`src/rtl/average_datapath_if.sv`:
```
// ---------------------------------------------------------------------------
// average_datapath_if
//
// Purpose: groups the strobes, sample bus and result signals exchanged
// between the averaging controller (master) and the accumulating datapath
// (slave).
//
// Parameters:
//   W     sample and result width in bits
//   LOGN  log2 of the batch size
//
// Signals:
//   init        clear strobe (controller -> datapath)
//   ld          load/accumulate strobe (controller -> datapath)
//   data_in     unsigned sample, W bits (controller -> datapath)
//   co          batch complete flag (datapath -> controller)
//   avg         rounded mean of the last completed batch, W bits
//   sample_cnt  samples accumulated in the current batch, LOGN bits
// ---------------------------------------------------------------------------
interface average_datapath_if #(
  parameter int W    = 8,
  parameter int LOGN = 3
);

  logic            init;
  logic            ld;
  logic [W-1:0]    data_in;
  logic            co;
  logic [W-1:0]    avg;
  logic [LOGN-1:0] sample_cnt;

  modport master (
    output init,
    output ld,
    output data_in,
    input  co,
    input  avg,
    input  sample_cnt
  );

  modport slave (
    input  init,
    input  ld,
    input  data_in,
    output co,
    output avg,
    output sample_cnt
  );

endinterface

```
`src/rtl/average_datapath.sv`:
```
// ---------------------------------------------------------------------------
// average_datapath
//
// Purpose: accumulates a batch of N = 2^LOGN unsigned samples and produces
// their round-half-up mean. Driven by the averaging controller through the
// init/ld strobes; returns the batch-complete flag co.
//
// Parameters:
//   W     sample and result width in bits (default 8)
//   LOGN  log2 of the batch size, legal range 1..8 (default 3)
//
// Ports:
//   clk   system clock, all state changes on the rising edge
//   rst   synchronous, active-low reset
//   dp    slave side of average_datapath_if:
//           init, ld, data_in in; co, avg, sample_cnt out (all registered)
//
// Priority per edge: reset > init > ld > hold.
// ---------------------------------------------------------------------------
module average_datapath #(
  parameter int W    = 8,
  parameter int LOGN = 3
) (
  input  logic               clk,
  input  logic               rst,
  average_datapath_if.slave  dp
);

  localparam int N = 1 << LOGN;
  localparam int SUM_W = W + LOGN;

  // Index of the last sample in a batch; reaching it closes the batch.
  localparam logic [LOGN-1:0] CNT_LAST = LOGN'(N - 1);

  // Half an LSB of the result, added before the shift for round-half-up.
  localparam logic [SUM_W-1:0] HALF = SUM_W'(N / 2);

  logic [SUM_W-1:0] acc;
  logic [LOGN-1:0]  cnt;
  logic [W-1:0]     avg_q;
  logic             co_q;

  logic [SUM_W-1:0] sum;
  logic [SUM_W-1:0] rounded;
  logic [W-1:0]     avg_next;

  // The running sum plus the incoming sample. At SUM_W bits it cannot
  // overflow: N*(2^W-1) + N/2 < N*2^W, so even the rounded full-scale sum
  // fits and the shifted result is at most 2^W-1.
  always_comb begin
    sum      = acc + SUM_W'(dp.data_in);
    rounded  = sum + HALF;
    avg_next = W'(rounded >> LOGN);
  end

  // Accumulator, sample counter and result registers. The counter wraps to
  // zero on the N-th sample, so an ld while co is high naturally starts a
  // fresh batch as sample 1 and clears co.
  always_ff @(posedge clk) begin
    if (!rst) begin
      acc   <= '0;
      cnt   <= '0;
      avg_q <= '0;
      co_q  <= 1'b0;
    end else if (dp.init) begin
      acc  <= '0;
      cnt  <= '0;
      co_q <= 1'b0;
    end else if (dp.ld) begin
      if (cnt == CNT_LAST) begin
        avg_q <= avg_next;
        acc   <= '0;
        cnt   <= '0;
        co_q  <= 1'b1;
      end else begin
        acc  <= sum;
        cnt  <= cnt + LOGN'(1);
        co_q <= 1'b0;
      end
    end
  end

  assign dp.co         = co_q;
  assign dp.avg        = avg_q;
  assign dp.sample_cnt = cnt;

endmodule

```
`src/flat_wrapper.sv`:
```
// flat-port wrapper written by rule: the top's interface ports become plain ports
module average_datapath_flat 
#(
  parameter int W    = 8,
  parameter int LOGN = 3
)
  (clk, rst, dp_init, dp_ld, dp_data_in, dp_co, dp_avg, dp_sample_cnt);
  average_datapath_if #(.W(W), .LOGN(LOGN)) dp_i ();
  input  logic clk;
  input  logic rst;
  input wire logic [$bits(dp_i.init)-1:0] dp_init;
  input wire logic [$bits(dp_i.ld)-1:0] dp_ld;
  input wire logic [$bits(dp_i.data_in)-1:0] dp_data_in;
  output wire logic [$bits(dp_i.co)-1:0] dp_co;
  output wire logic [$bits(dp_i.avg)-1:0] dp_avg;
  output wire logic [$bits(dp_i.sample_cnt)-1:0] dp_sample_cnt;
  assign dp_i.init = dp_init;
  assign dp_i.ld = dp_ld;
  assign dp_i.data_in = dp_data_in;
  assign dp_co = dp_i.co;
  assign dp_avg = dp_i.avg;
  assign dp_sample_cnt = dp_i.sample_cnt;
  average_datapath #(.W(W), .LOGN(LOGN)) u_core (.clk(clk), .rst(rst), .dp(dp_i));
endmodule
```
`config.mk`:
```
export PLATFORM = sky130hd
export DESIGN_NAME = average_datapath_flat
export DESIGN_NICKNAME = d
export VERILOG_FILES = /design/src/rtl/average_datapath_if.sv /design/src/rtl/average_datapath.sv /design/src/flat_wrapper.sv
export SDC_FILE = /design/constraint.sdc
export NUM_CORES = 1
export LEC_CHECK = 0
export CORE_MARGIN = 2
export CORE_UTILIZATION = 55
export CTS_BUF_LIST = sky130_fd_sc_hd__clkbuf_4
export CTS_CLUSTER_SIZE = 24
export DETAILED_ROUTE_END_ITERATION = 6
export PLACE_DENSITY = 0.81
export SETUP_SLACK_MARGIN = 0.05
export SLEW_MARGIN = 20
export SYNTH_ARGS = -nofsm -noshare
export SYNTH_HDL_FRONTEND = slang
export SYNTH_SLANG_ARGS = --single-unit
export TNS_END_PERCENT = 30
```
`constraint.sdc`:
```
create_clock -name clk -period 4.4 [get_ports clk]
set_input_delay 0.88 -clock clk [delete_from_list [all_inputs] [get_ports clk]]
set_output_delay 0.88 -clock clk [all_outputs]
set_load 0.01 [all_outputs]
```
==> results of run 1 <==
-- worst max path at each step --
stage | depth (start not counted) | to | slack, ns
detailed placement | 10 | u_core.dp.avg[7] | 0.83
finish | 10 | u_core.dp.avg[7] | 1.14
global route | 10 | u_core.dp.avg[7] | 0.98
CTS | 10 | u_core.dp.avg[7] | 1.16
global placement | 10 | u_core.dp.avg[7] | 0.91
floorplan | 9 | u_core.dp.avg[7] | 1.48
-- cell type report --
cell class / count / area, um2 / area share [%]
repair buffers: 23 / 230 / 12.4
flip-flops and latches: 23 / 460 / 24.7
multi-input cells: 147 / 1070 / 57.6
clock buffers: 4 / 30.0 / 1.61
well taps: 31 / 38.8 / 2.08
inverters: 8 / 30.0 / 1.61
-- cells in the final DEF (no fill, tap or decap), drive strengths merged, types with 2 or more instances in the layout --
master / count
nor2: 23
clkdlybuf4s50: 23
dfxtp: 23
nand2: 11
ha: 11
a22oi: 10
inv: 7
xnor2: 7
a21oi: 7
nand3: 6
o21ai: 6
xor2: 5
a211oi: 5
o211ai: 5
o2111ai: 4
clkbuf: 4
o211a: 4
mux2i: 3
a21o: 3
nor3: 3
a211o: 3
or2: 3
nand2b: 2
and2: 2
nor2b: 2
a31oi: 2
nand4: 2
and4: 2
-- metrics by stage --
stage          instances  util (%)  hold WS, ns
3_5_place_dp         232      66.4        0.457
5_1_grt              236      67.5        0.496
3_3_place_gp         232      66.4        0.448
4_1_cts              236      67.5        0.477
2_1_floorplan        187         -        0.481
6_report             236      67.5        0.474
-- sequential cells by signal (all words and copies together) (netlist names) --
register,flops
u_core.acc,11
u_core.dp.co,1
u_core.dp.avg,8
u_core.dp.sample_cnt,3
-- report_power, final --
group / internal, mW / total (mW) / switching [mW]
registers: 0.212 / 0.215 / 0.00280
clock network: 0.0416 / 0.109 / 0.0671
logic: 0.0500 / 0.116 / 0.0664
-- routing by layer --
metal / vias to the layer above / wire (um) / part of all wire [%] / global-route usage (%)
li1: 733 / - / - / -
met1: 679 / 1630 / 47 / 31.1
met2: 44 / 1620 / 46 / 35.2
met3: 6 / 194 / 5.6 / 3.57
met4: 0 / 42 / 1.2 / 7.97
met5: - / 0 / 0 / 0
-- logic make-up (layout without fill, tap and decap cells) --
kind of cell	Yosys count	after routing	share of synthesized area [%]
and+or+nand+nor	63	63	19.5
AOI/OAI and AO/OA	57	57	28.6
DFF	23	23	28.7
buffers and inverters	17	35	4.38
adders and majority gates	12	12	9.84
xor gates and xnor gates	12	12	7.03
muxes	3	3	1.88
-- worst max-delay path, cell delays in order --
cell	delay (ns)
clkdlybuf4s50_1	0.46
ha_1	0.21
inv_1	0.08
fa_1	0.43
and2b_1	0.27
o21ai_1	0.10
xnor2_1	0.34
nand4_1	0.16
or3_1	0.39
o2111ai_1	0.19
==> impl_results.md, run 1 <==
* Pleak at 0.731 nW
* Mapped Nets at 211
* Initial antenna violation count at 0
* Routed length per instance at 14.8 um
* Hold_buf cts at 0
* Placed Area at 1830 um2
* Post-synth EDFFs at 0
* Worst slew pin tran at 0.784 ns
* Rows at 19
* RR Startpoint: u_core.acc[0]
* Drt pass-1 iters at 4
* CTS tree: yes
* IO Pins at 24
* Critical Path AT at 3.51 ns
* Beginning of the worst hold path: u_core.dp.co
* Period Utilization, post-route at 74.1%
* Max-slew violations at 0
* Status: completed
* Maximum VDD drop at 0.000152 V
* Post-CTS sizing at 0
* Worst hold stages at 2
* IO Port Bufs at 23
* Crit Reg-Reg Endpoint: u_core.dp.avg[7]
* Unrepaired setup endpoints after global routing: false
* Synth Area per Inst at 8.56 um2
* Largest net degree at the start of global routing at 19
* Ys async rst share at 0%
* Antenna-violating nets left at 0
* Crit. End Element: register
* Hpwl dp at 2690 um
* Fillers at 253
* Max-slew headroom at 47.5%
* Area of the core at 2760 um2
* HP Class: reg2reg
* Synthesized flop and latch total at 23
* Routed WL at 3480 um
* Hold endpoint: u_core.dp.co
* Clk root buf: clkbuf_4
* Max-cap violations at 0
* Cell Area, Synth at 1600 um2
* Worst EP required at 4.64 ns
* Yosys top cell area share at 28.8%
* Worst-path clk slew at 0.13 ns
* Setup Buffers After CTS at 0
* Final worst slack at 1.14 ns
* # setup viols final at 0
* Placement-stage worst setup slack at 0.828 ns
* Post-Syn Instances at 187
* Overall die width at 58.0 um
* Total power at 0.440 mW
* Pwr dens at 237 nW/um2
* N_diodes at 0
* Synth area leader: dfxtp_1
* Global-route wire length before repair at 5930 um
* Reg-to-reg setup timing slack at 1.79 ns
* Fin nets at 230
* Vias in the first global route at 1349
* DRC viols at 0
* DIE HEIGHT at 58.0 um
* H-tree depth at 1
* Max Fclk at 307 MHz
* R2r worst-path depth at 9
* Synth Flop Type: dfxtp_1
* Setup tns final at 0 ns
* Register area share after synthesis at 28.7%
* Synthesis-to-layout area growth at 16.2%
* Layout cells sized above 1 at 6.83%
* Final Critical Period at 3.26 ns
* Startpoint type of the worst setup path: input port
* CP startpoint: dp_data_in[0]
* Design Area, Final at 1860 um2
* Worst Skew at 0.00893 ns
* Setup CP Type: in2reg
* Top area cells in the synthesized netlist: dfxtp_1 29%, ha_1 8.6%, nor2_1 5.4%, a22oi_1 4.7%, xnor2_1 3.8%
* Hold Violations, Final at 0
* GP Congestion at 0.865
* Synth top cells by count: 23 x dfxtp_1, 23 x nor2_1, 11 x ha_1, 11 x nand2_1, 10 x a22oi_1
* Total CTS buffers at 3
* Distinct cells, synth at 56
* Gr ovfl total at 0
* Initial Utilization at 58.1%
* Syn. warnings at 0
* Clk Latency, worst-skew pair at 0.32 ns
* Via density at 6.19
* Tot GR Track Use at 22.4%
* TritonCTS Sinks at 23
* Drt initial violations at 28
* Clk buf depth at 2
* Worst-path maximum fanout at 5
* Routed vias at 1462
* Die ar. at 3360 um2
No activity file was read; power rests on OpenSTA's default activity.
==> run 2, diff against run 1 <==
Clock period 4.4 ns to 3.2 ns, I/O delays scaled along.
==> run 2 against run 1 <==
Compared with the run above: sequential share of layout area down 0.81 points; critical path depth stayed put; worst setup slack worse by 0.89 ns; wire length up 4.0%; final cell count rose by 3.4%; total power is 38% higher; via count down 1.4%; sequential power increased by 38%; worst hold slack lost 0.012 ns; die area unchanged; critical path type unchanged; largest power group unchanged; highest routed layer unchanged.
==> impl_results.md, run 2 (synthesized netlist as in run 1, its figures left out) <==
* Status: completed
* Largest register FFs at 11
* Drt pass-1 iters at 4
* Family with the most delay on the worst path: compound AO/OA/AOI/OAI gates
* Gr ovfl total at 0
* IO Pins at 24
* Crit. End Element: register
* Startpoint type of the worst setup path: input port
* Worst EP required at 3.40 ns
* CP max-delay cell: clkdlybuf4s50_1
* DRC viols at 0
* RR Startpoint: u_core.acc[0]
* Fillers at 205
* Max Fclk at 339 MHz
* Crit-path cells: clkdlybuf4s50_1 > ha_1 > inv_1 > fa_1 > and2b_1 > o2111ai_1 > o211ai_4 > nand4_1 > o311ai_0 > o2111ai_1
* Rows at 19
* Crit Reg-Reg Endpoint: u_core.dp.avg[7]
* Clk Latency, worst-skew pair at 0.33 ns
* Worst-path maximum fanout at 5
* Clk root buf: clkbuf_4
* Drt initial violations at 62
* Layout cells sized above 1 at 10.8%
* N_diodes at 0
* Finished Core Util at 69.7%
* Largest net degree at the start of global routing at 16
* Die ar. at 3360 um2
* Clk buf depth at 2
* CTS tree: yes
* Global-route wire length before repair at 6010 um
* Fin nets at 238
* Maximum VDD drop at 0.000290 V
* Overall die width at 58.0 um
* HP Class: reg2reg
* Hold Violations, Final at 0
* Hpwl dp at 2880 um
* Levels on crit path at 10
* Pwr dens at 315 nW/um2
* Multi-input gate area at 1080 um2
* Pleak at 0.769 nW
* Routed length per instance at 14.9 um
* # setup viols final at 0
* Commonest cells after routing, fill and taps aside: 23 x nor2_1, 23 x clkdlybuf4s50_1, 23 x dfxtp_1, 11 x nand2_1, 11 x ha_1
* Initial Utilization at 58.1%
* Setup tns final at 0 ns
* Worst Skew at 0.0116 ns
* H-tree depth at 1
* TritonCTS Sinks at 23
* Final Critical Period at 2.95 ns
* Critical Path AT at 3.15 ns
* Max-slew headroom at 55.8%
* Hold_buf cts at 0
* Worst path buffer plus inverter count at 2
* Reg-to-reg setup timing slack at 0.68 ns
* Setup Buffers After CTS at 0
* Vias in the first global route at 1354
* DIE HEIGHT at 58.0 um
* Initial antenna violation count at 0
* Total CTS buffers at 3
* Area of the core at 2760 um2
* Max-slew violations at 0
* Routed vias at 1442
* Worst slew pin tran at 0.660 ns
* CP startpoint: dp_data_in[0]
* Unrepaired setup endpoints after global routing: false
* IO Port Bufs at 23
* Setup CP Type: in2reg
* Synthesis-to-layout area growth at 20.1%
* Tot GR Track Use at 23.3%
* Antenna-violating nets left at 0
* Reg area at 460 um2
* R2r worst-path depth at 9
* GP Congestion at 0.864
* CP most frequent cell: o2111ai_1
* Routed WL at 3620 um
* End of the critical path: u_core.dp.avg[7]
* Via density at 5.91
* Worst-path clk slew at 0.14 ns
* Largest reg by FF count: u_core.acc
* Period Utilization, post-route at 92.2%
* CP max stage delay at 0.46 ns
* Max-cap violations at 0
[run 2: worst min path at each step]
stage / start / to / slack [ns] / cells past startpoint
3_5_place_dp: u_core.dp.avg[0] / u_core.dp.avg[0] / 0.45 / 2
5_1_grt: u_core.dp.avg[0] / u_core.dp.avg[0] / 0.50 / 2
4_1_cts: u_core.dp.avg[0] / u_core.dp.avg[0] / 0.47 / 2
3_3_place_gp: u_core.dp.avg[0] / u_core.dp.avg[0] / 0.45 / 2
2_1_floorplan: u_core.dp.avg[0] / u_core.dp.avg[0] / 0.48 / 2
6_report: u_core.dp.avg[0] / u_core.dp.avg[0] / 0.46 / 2
[run 2: area by class of cell]
type                    instances  area share, %
clock buffers                   3           1.17
clock inverters                 1          0.260
inverters                       8           1.56
multi-input cells             147           56.0
flip-flops and latches         23           23.9
well taps                      31           2.02
repair buffers                 31           15.1
[run 2: stage by stage]
step / setup WS [ns] / area [um2] / power, mW / instances / hold slack, ns
final: 0.248 / 1920 / 0.606 / 244 / 0.462
after global routing: 0.0772 / 1920 / 0.634 / 244 / 0.504
after CTS: 0.294 / 1920 / 0.608 / 244 / 0.466
after detailed placement: -0.0641 / 1890 / 0.469 / 240 / 0.448
after global placement: 0.0969 / 1890 / 0.464 / 240 / 0.447
after floorplan: 0.518 / 1600 / 0.418 / 187 / 0.481
[run 2: timing repair]
item / in CTS / in global routing
gates resized for setup: 0 / 1
hold endpoints to repair: 0 / 0
setup endpoints to repair: 0 / 1
[run 2: power breakdown]
part | leakage [nW] | switching (mW) | internal [mW]
Sequential | 0.186 | 0.00401 | 0.292
Combinational | 0.565 | 0.0930 | 0.0765
Clock | 0.0177 | 0.0935 | 0.0470
[run 2: worst register-to-register path: cells and delay by family, from the launching register on]
| kind | cells | cell delay (ns) |
|---|---|---|
| adder cells (fa/ha/maj) | 2 | 0.61 |
| AO/OA/AOI/OAI | 4 | 0.95 |
| buffers and inverters | 1 | 0.08 |
| AND/OR/NAND/NOR | 2 | 0.41 |
| flip-flops | 1 | 0.35 |
[run 2: routing by layer]
metal	track usage (%)	part of all wire (%)	vias to the layer above
li1	-	-	748
met1	30.0	46	651
met2	38.3	47	39
met3	2.68	4.6	4
met4	12.3	1.7	0
met5	0	0	-
==> run 3, diff against run 2 <==
Settings changed: CTS_BUF_LIST sky130_fd_sc_hd__clkbuf_4 to sky130_fd_sc_hd__clkbuf_4 sky130_fd_sc_hd__clkbuf_8, SETUP_SLACK_MARGIN 0.05 to 0.1.
==> run 3 against run 2 <==
Compared with the run above: register-to-register slack improved by 0.07 ns; global-route usage did not move; total power barely moved; final area did not move; clock power barely moved; clock skew rose by 0.00057 ns; final cell count did not move; first-iteration DRC count did not move; maximum frequency rose by 2.4%; via count fell by 0.55%.
==> impl_results.md, run 3 (synthesized netlist as in run 1, its figures left out) <==
* Status: completed
* Synthesis-to-layout area growth at 20.1%
* Total power at 0.606 mW
* Fin nets at 238
* Max-cap violations at 0
* IO Pins at 24
* Met3 routed WL at 164 um
* DIE HEIGHT at 58.0 um
* Largest net degree at the start of global routing at 16
* Setup tns final at 0 ns
* Final Critical Period at 2.88 ns
* Max-slew violations at 0
* Design Area, Final at 1920 um2
* Startpoint type of the worst setup path: input port
* Rows at 19
* Tot GR Track Use at 23.3%
* Total CTS buffers at 3
* Critical Path AT at 3.14 ns
* Metal2 WL at 1700 um
* Pwr dens at 315 nW/um2
* Global-route wire length before repair at 6010 um
* Maximum VDD drop at 0.000290 V
* Worst slew pin tran at 0.660 ns
* Crit. End Element: register
* IO Port Bufs at 23
* Clk Latency, worst-skew pair at 0.33 ns
* Switch share at 31.5%
* Largest reg by FF count: u_core.acc
* Worst-path clk slew at 0.14 ns
* Hold Violations, Final at 0
* CTS tree: yes
* Commonest cells after routing, fill and taps aside: 23 x nor2_1, 23 x clkdlybuf4s50_1, 23 x dfxtp_1, 11 x nand2_1, 11 x ha_1
* Max Fclk at 347 MHz
* GP Congestion at 0.864
* Worst-path maximum fanout at 5
* Reg area at 460 um2
* Max-slew headroom at 55.8%
* Routed vias at 1434
* Clk buf depth at 2
* Top sig layer: met4
* Drt initial violations at 62
* Hold_ws at 0.462 ns
* Setup CP Type: in2reg
* Area of the core at 2760 um2
* H-tree depth at 1
* Antenna-violating nets left at 0
* Overall die width at 58.0 um
* Metal1 wirelength at 1690 um
* Combinational power share at 28.0%
* Routed length per instance at 14.9 um
* Worst EP required at 3.46 ns
* Initial antenna violation count at 0
* Via density at 5.88
* Hpwl dp at 2880 um
* Fillers at 205
* Worst Skew at 0.0122 ns
* Drt pass-1 iters at 4
* Clk root buf: clkbuf_4
* Pleak at 0.769 nW
* Die ar. at 3360 um2
* Sequential share of power at 48.8%
* Clock power frac at 23.2%
* Placement-stage worst setup slack at -0.0641 ns
* Initial Utilization at 58.1%
* Routed WL at 3630 um
* Period Utilization, post-route at 90.1%
* N_diodes at 0
* Int Power at 0.415 mW
* HP Class: reg2reg
* # setup viols final at 0
* Largest register FFs at 11
* DRC viols at 0
* Final worst slack at 0.318 ns
* TritonCTS Sinks at 23
* Gr ovfl total at 0
* Net switching power figure at 0.191 mW
* Placed Area at 1890 um2
* Unrepaired setup endpoints after global routing: false
* Vias in the first global route at 1354
* Layout cells sized above 1 at 10.8%
* Multi-input gate area at 1080 um2
[run 3: cell count changes in the layout (fill, tap and decap cells not counted)]
cell      change
o311ai_0      -1
o311ai_1      +1
[run 3: stage by stage]
step | util, % | instances
final | 69.7 | 244
after global routing | 69.7 | 244
after detailed placement | 68.6 | 240
after floorplan | - | 187
after global placement | 68.6 | 240
after CTS | 69.6 | 244
[run 3: metal layers]
metal | GRT usage, % | vias up
met5 | 0 | -
met4 | 12.3 | 0
met3 | 2.68 | 6
met2 | 38.3 | 35
met1 | 30.0 | 646
li1 | - | 747
[run 3: power by group through the flow]
stage / sequential (mW) / clock [mW] / combinational, mW
global placement: 0.302 / 0 / 0.162
finish: 0.296 / 0.141 / 0.170
floorplan: 0.301 / 0 / 0.117
CTS: 0.296 / 0.145 / 0.168
global route: 0.296 / 0.152 / 0.185
detailed placement: 0.302 / 0 / 0.167
[run 3: what timing repair did]
item                                    CTS  global route
gates resized for setup                   0             2
hold buffers                              0             0
setup buffers                             0             0
endpoints found under the setup margin    0             1
[run 3: critical path, cell delays in order]
cell	delay (ns)
clkdlybuf4s50_1	0.46
ha_1	0.23
inv_1	0.08
fa_1	0.38
and2b_1	0.26
o2111ai_1	0.19
o211ai_4	0.16
nand4_1	0.14
or3_1	0.38
o2111ai_1	0.21
[run 3: final timing paths]
kind | slack, ns | from | cells past startpoint | end
hold reg to reg | 0.46 | u_core.dp.avg[0] | 2 | u_core.dp.avg[0]
setup reg to reg | 0.75 | u_core.acc[0] | 9 | u_core.dp.avg[7]
setup / recovery | 0.32 | dp_data_in[0] | 10 | u_core.dp.avg[7]
hold / removal | 0.46 | u_core.dp.avg[0] | 2 | u_core.dp.avg[0]
[run 3: final cells by class]
class | instances | area share (%)
Multi-Input combinational cell | 147 | 56.0
Sequential cell | 23 | 23.9
Timing Repair Buffer | 31 | 15.1
Tap cell | 31 | 2.02
Inverter | 8 | 1.56
Clock buffer | 3 | 1.17
Clock inverter | 1 | 0.260
==> RTL edit, RTL diff (settings of run 2) <==
`LOGN` is set to 3 in 3 places; all go to 2. Comments in the files are not updated.
--- a/src/rtl/average_datapath_if.sv
+++ b/src/rtl/average_datapath_if.sv
@@ -20,5 +20,5 @@
 interface average_datapath_if #(
   parameter int W    = 8,
-  parameter int LOGN = 3
+  parameter int LOGN = 2
 );
 
--- a/src/rtl/average_datapath.sv
+++ b/src/rtl/average_datapath.sv
@@ -20,5 +20,5 @@
 module average_datapath #(
   parameter int W    = 8,
-  parameter int LOGN = 3
+  parameter int LOGN = 2
 ) (
   input  logic               clk,
--- a/src/flat_wrapper.sv
+++ b/src/flat_wrapper.sv
@@ -3,5 +3,5 @@
 #(
   parameter int W    = 8,
-  parameter int LOGN = 3
+  parameter int LOGN = 2
 )
   (clk, rst, dp_init, dp_ld, dp_data_in, dp_co, dp_avg, dp_sample_cnt);
Ports: changed (resized dp_sample_cnt); port bits go from 24 to 23. The function was not compared with the original's and may differ.
==> RTL edit against run 2 <==
- fmax increased by 4.0%
- critical path depth is 1 higher
- sequential power down 8.8%
- sequential cell count shrank 2
- combinational power shrank 15%
- highest routed layer unchanged
- final cell count down 14%
- cell area fell by 16%
- setup slack improved by 0.11 ns
- routed wire length is 25% lower
- total power shrank 11%
- global-route usage is 0.76 points higher
- clock power decreased by 9%
- area after synthesis shrank 18%
- count of clock-buffer cells in the layout unchanged
==> RTL edit: results (changes against run 2) <==
layout cells sized above 1 10.4% (-0.42 points); Worst R2R Setup Slack 0.81 ns (+0.13 ns); pre-CTS setup slack 0.0352 ns (+0.0993 ns); Post-Synth Adder-Cell Area 11.0% (+1.2 points); Logic power comb 0.143 mW (-15%); Commonest cells post-synth nor2_1 (30), dfxtp_1 (21), a21oi_1 (15); Final Skew 0.00687 ns (-0.00478 ns); GRT Overall Usage 24.1% (+0.76 points); Placed Area 1600 sq um (-16%); Netlist cell types 37 (-34%); CP max FO 5 (unchanged); WHS 0.486 ns (+0.0242 ns); status finished clean; Syn Area/Cell 8.45 sq um (-1.3%); Clock Latency Late Sink 0.31 ns (-0.02 ns); Reg2Reg Depth 10 (+1); Vias 1,167 (-19%); global-route wire length before repair 4.86 mm (-19%); via/cell ratio 5.53 (-6.4%); Initial DRC Count 27 (-56%); top cells by area, synth dfxtp_1 (32%), ha_1 (9.5%), nor2_1 (8.5%); CP Capture Point u_core.dp.avg[6]$_SDFFE_PN0P_; Int Power 0.381 mW (-8.2%); number of global-route vias before repair 1,146 (-15%); max reg flops 10 (-1); max_slew headroom 53.7% (-2.1 points); WP data arrival 3.09 ns (-0.06 ns); Seq power 0.270 mW (-8.8%); Synthesized Nets 179 (-15%); Peak supply drop 0.247 mV (-15%); WL per Instance 13.0 um (-13%); Max Freq 352 MHz (+4.0%); CTS clk-pin slew, worst paths 0.12 ns (-0.02 ns); Pleak 0.640 nW (-17%); largest family of logic cells by synthesized area simple AND/OR/NAND/NOR gates; post-synthesis compound-gate area fraction 16.4% (-12 points); Detail Placement HPWL 2.08 mm (-28%); number of port buffers 22 (-4.3%)
==> RTL edit: cell count changes after synthesis, sizes merged, moves of 5 or more <==
cell and delta:
a22oi -10, nand3 -5, nor2b +8, a21oi +9, nand2 -6, nor2 +8
==> RTL edit: area by class of cell <==
class	instances	area, sq um
sequential	21	420
inverter	7	26.3
clock buffer	3	22.5
multi-input combinational	124	857
timing repair buffer	27	258
clock inverter	1	5.00
fill	172	609
tap	28	35.0
==> RTL edit: routing by layer <==
metal / GRT usage [%] / vias to the layer above / wire, um
met5: 0 / - / 0
met4: 17.1 / 0 / 111
met3: 2.82 / 13 / 144
met2: 40.2 / 48 / 1310
met1: 28.4 / 518 / 1170
li1: - / 588 / -
==> RTL edit: how the worst min path moves through the flow <==
stage	endpoint	cells past startpoint	from
after floorplan	u_core.acc[6]$_SDFFE_PP0P_	2	u_core.acc[6]$_SDFFE_PP0P_
after global placement	u_core.dp.co$_SDFFE_PP0P_	2	u_core.dp.co$_SDFFE_PP0P_
after detailed placement	u_core.dp.co$_SDFFE_PP0P_	2	u_core.dp.co$_SDFFE_PP0P_
after CTS	u_core.dp.co$_SDFFE_PP0P_	2	u_core.dp.co$_SDFFE_PP0P_
after global routing	u_core.dp.co$_SDFFE_PP0P_	2	u_core.dp.co$_SDFFE_PP0P_
final	u_core.dp.co$_SDFFE_PP0P_	2	u_core.dp.co$_SDFFE_PP0P_
==> RTL edit: kinds of logic (layout without fill, tap and decap cells) <==
kind of cell,count (synthesis),in the layout
simple gates,61,61
fa+ha+maj,11,11
flops,21,21
xor+xnor,15,15
compound gates,33,33
mux,4,4
buf+inv,11,38
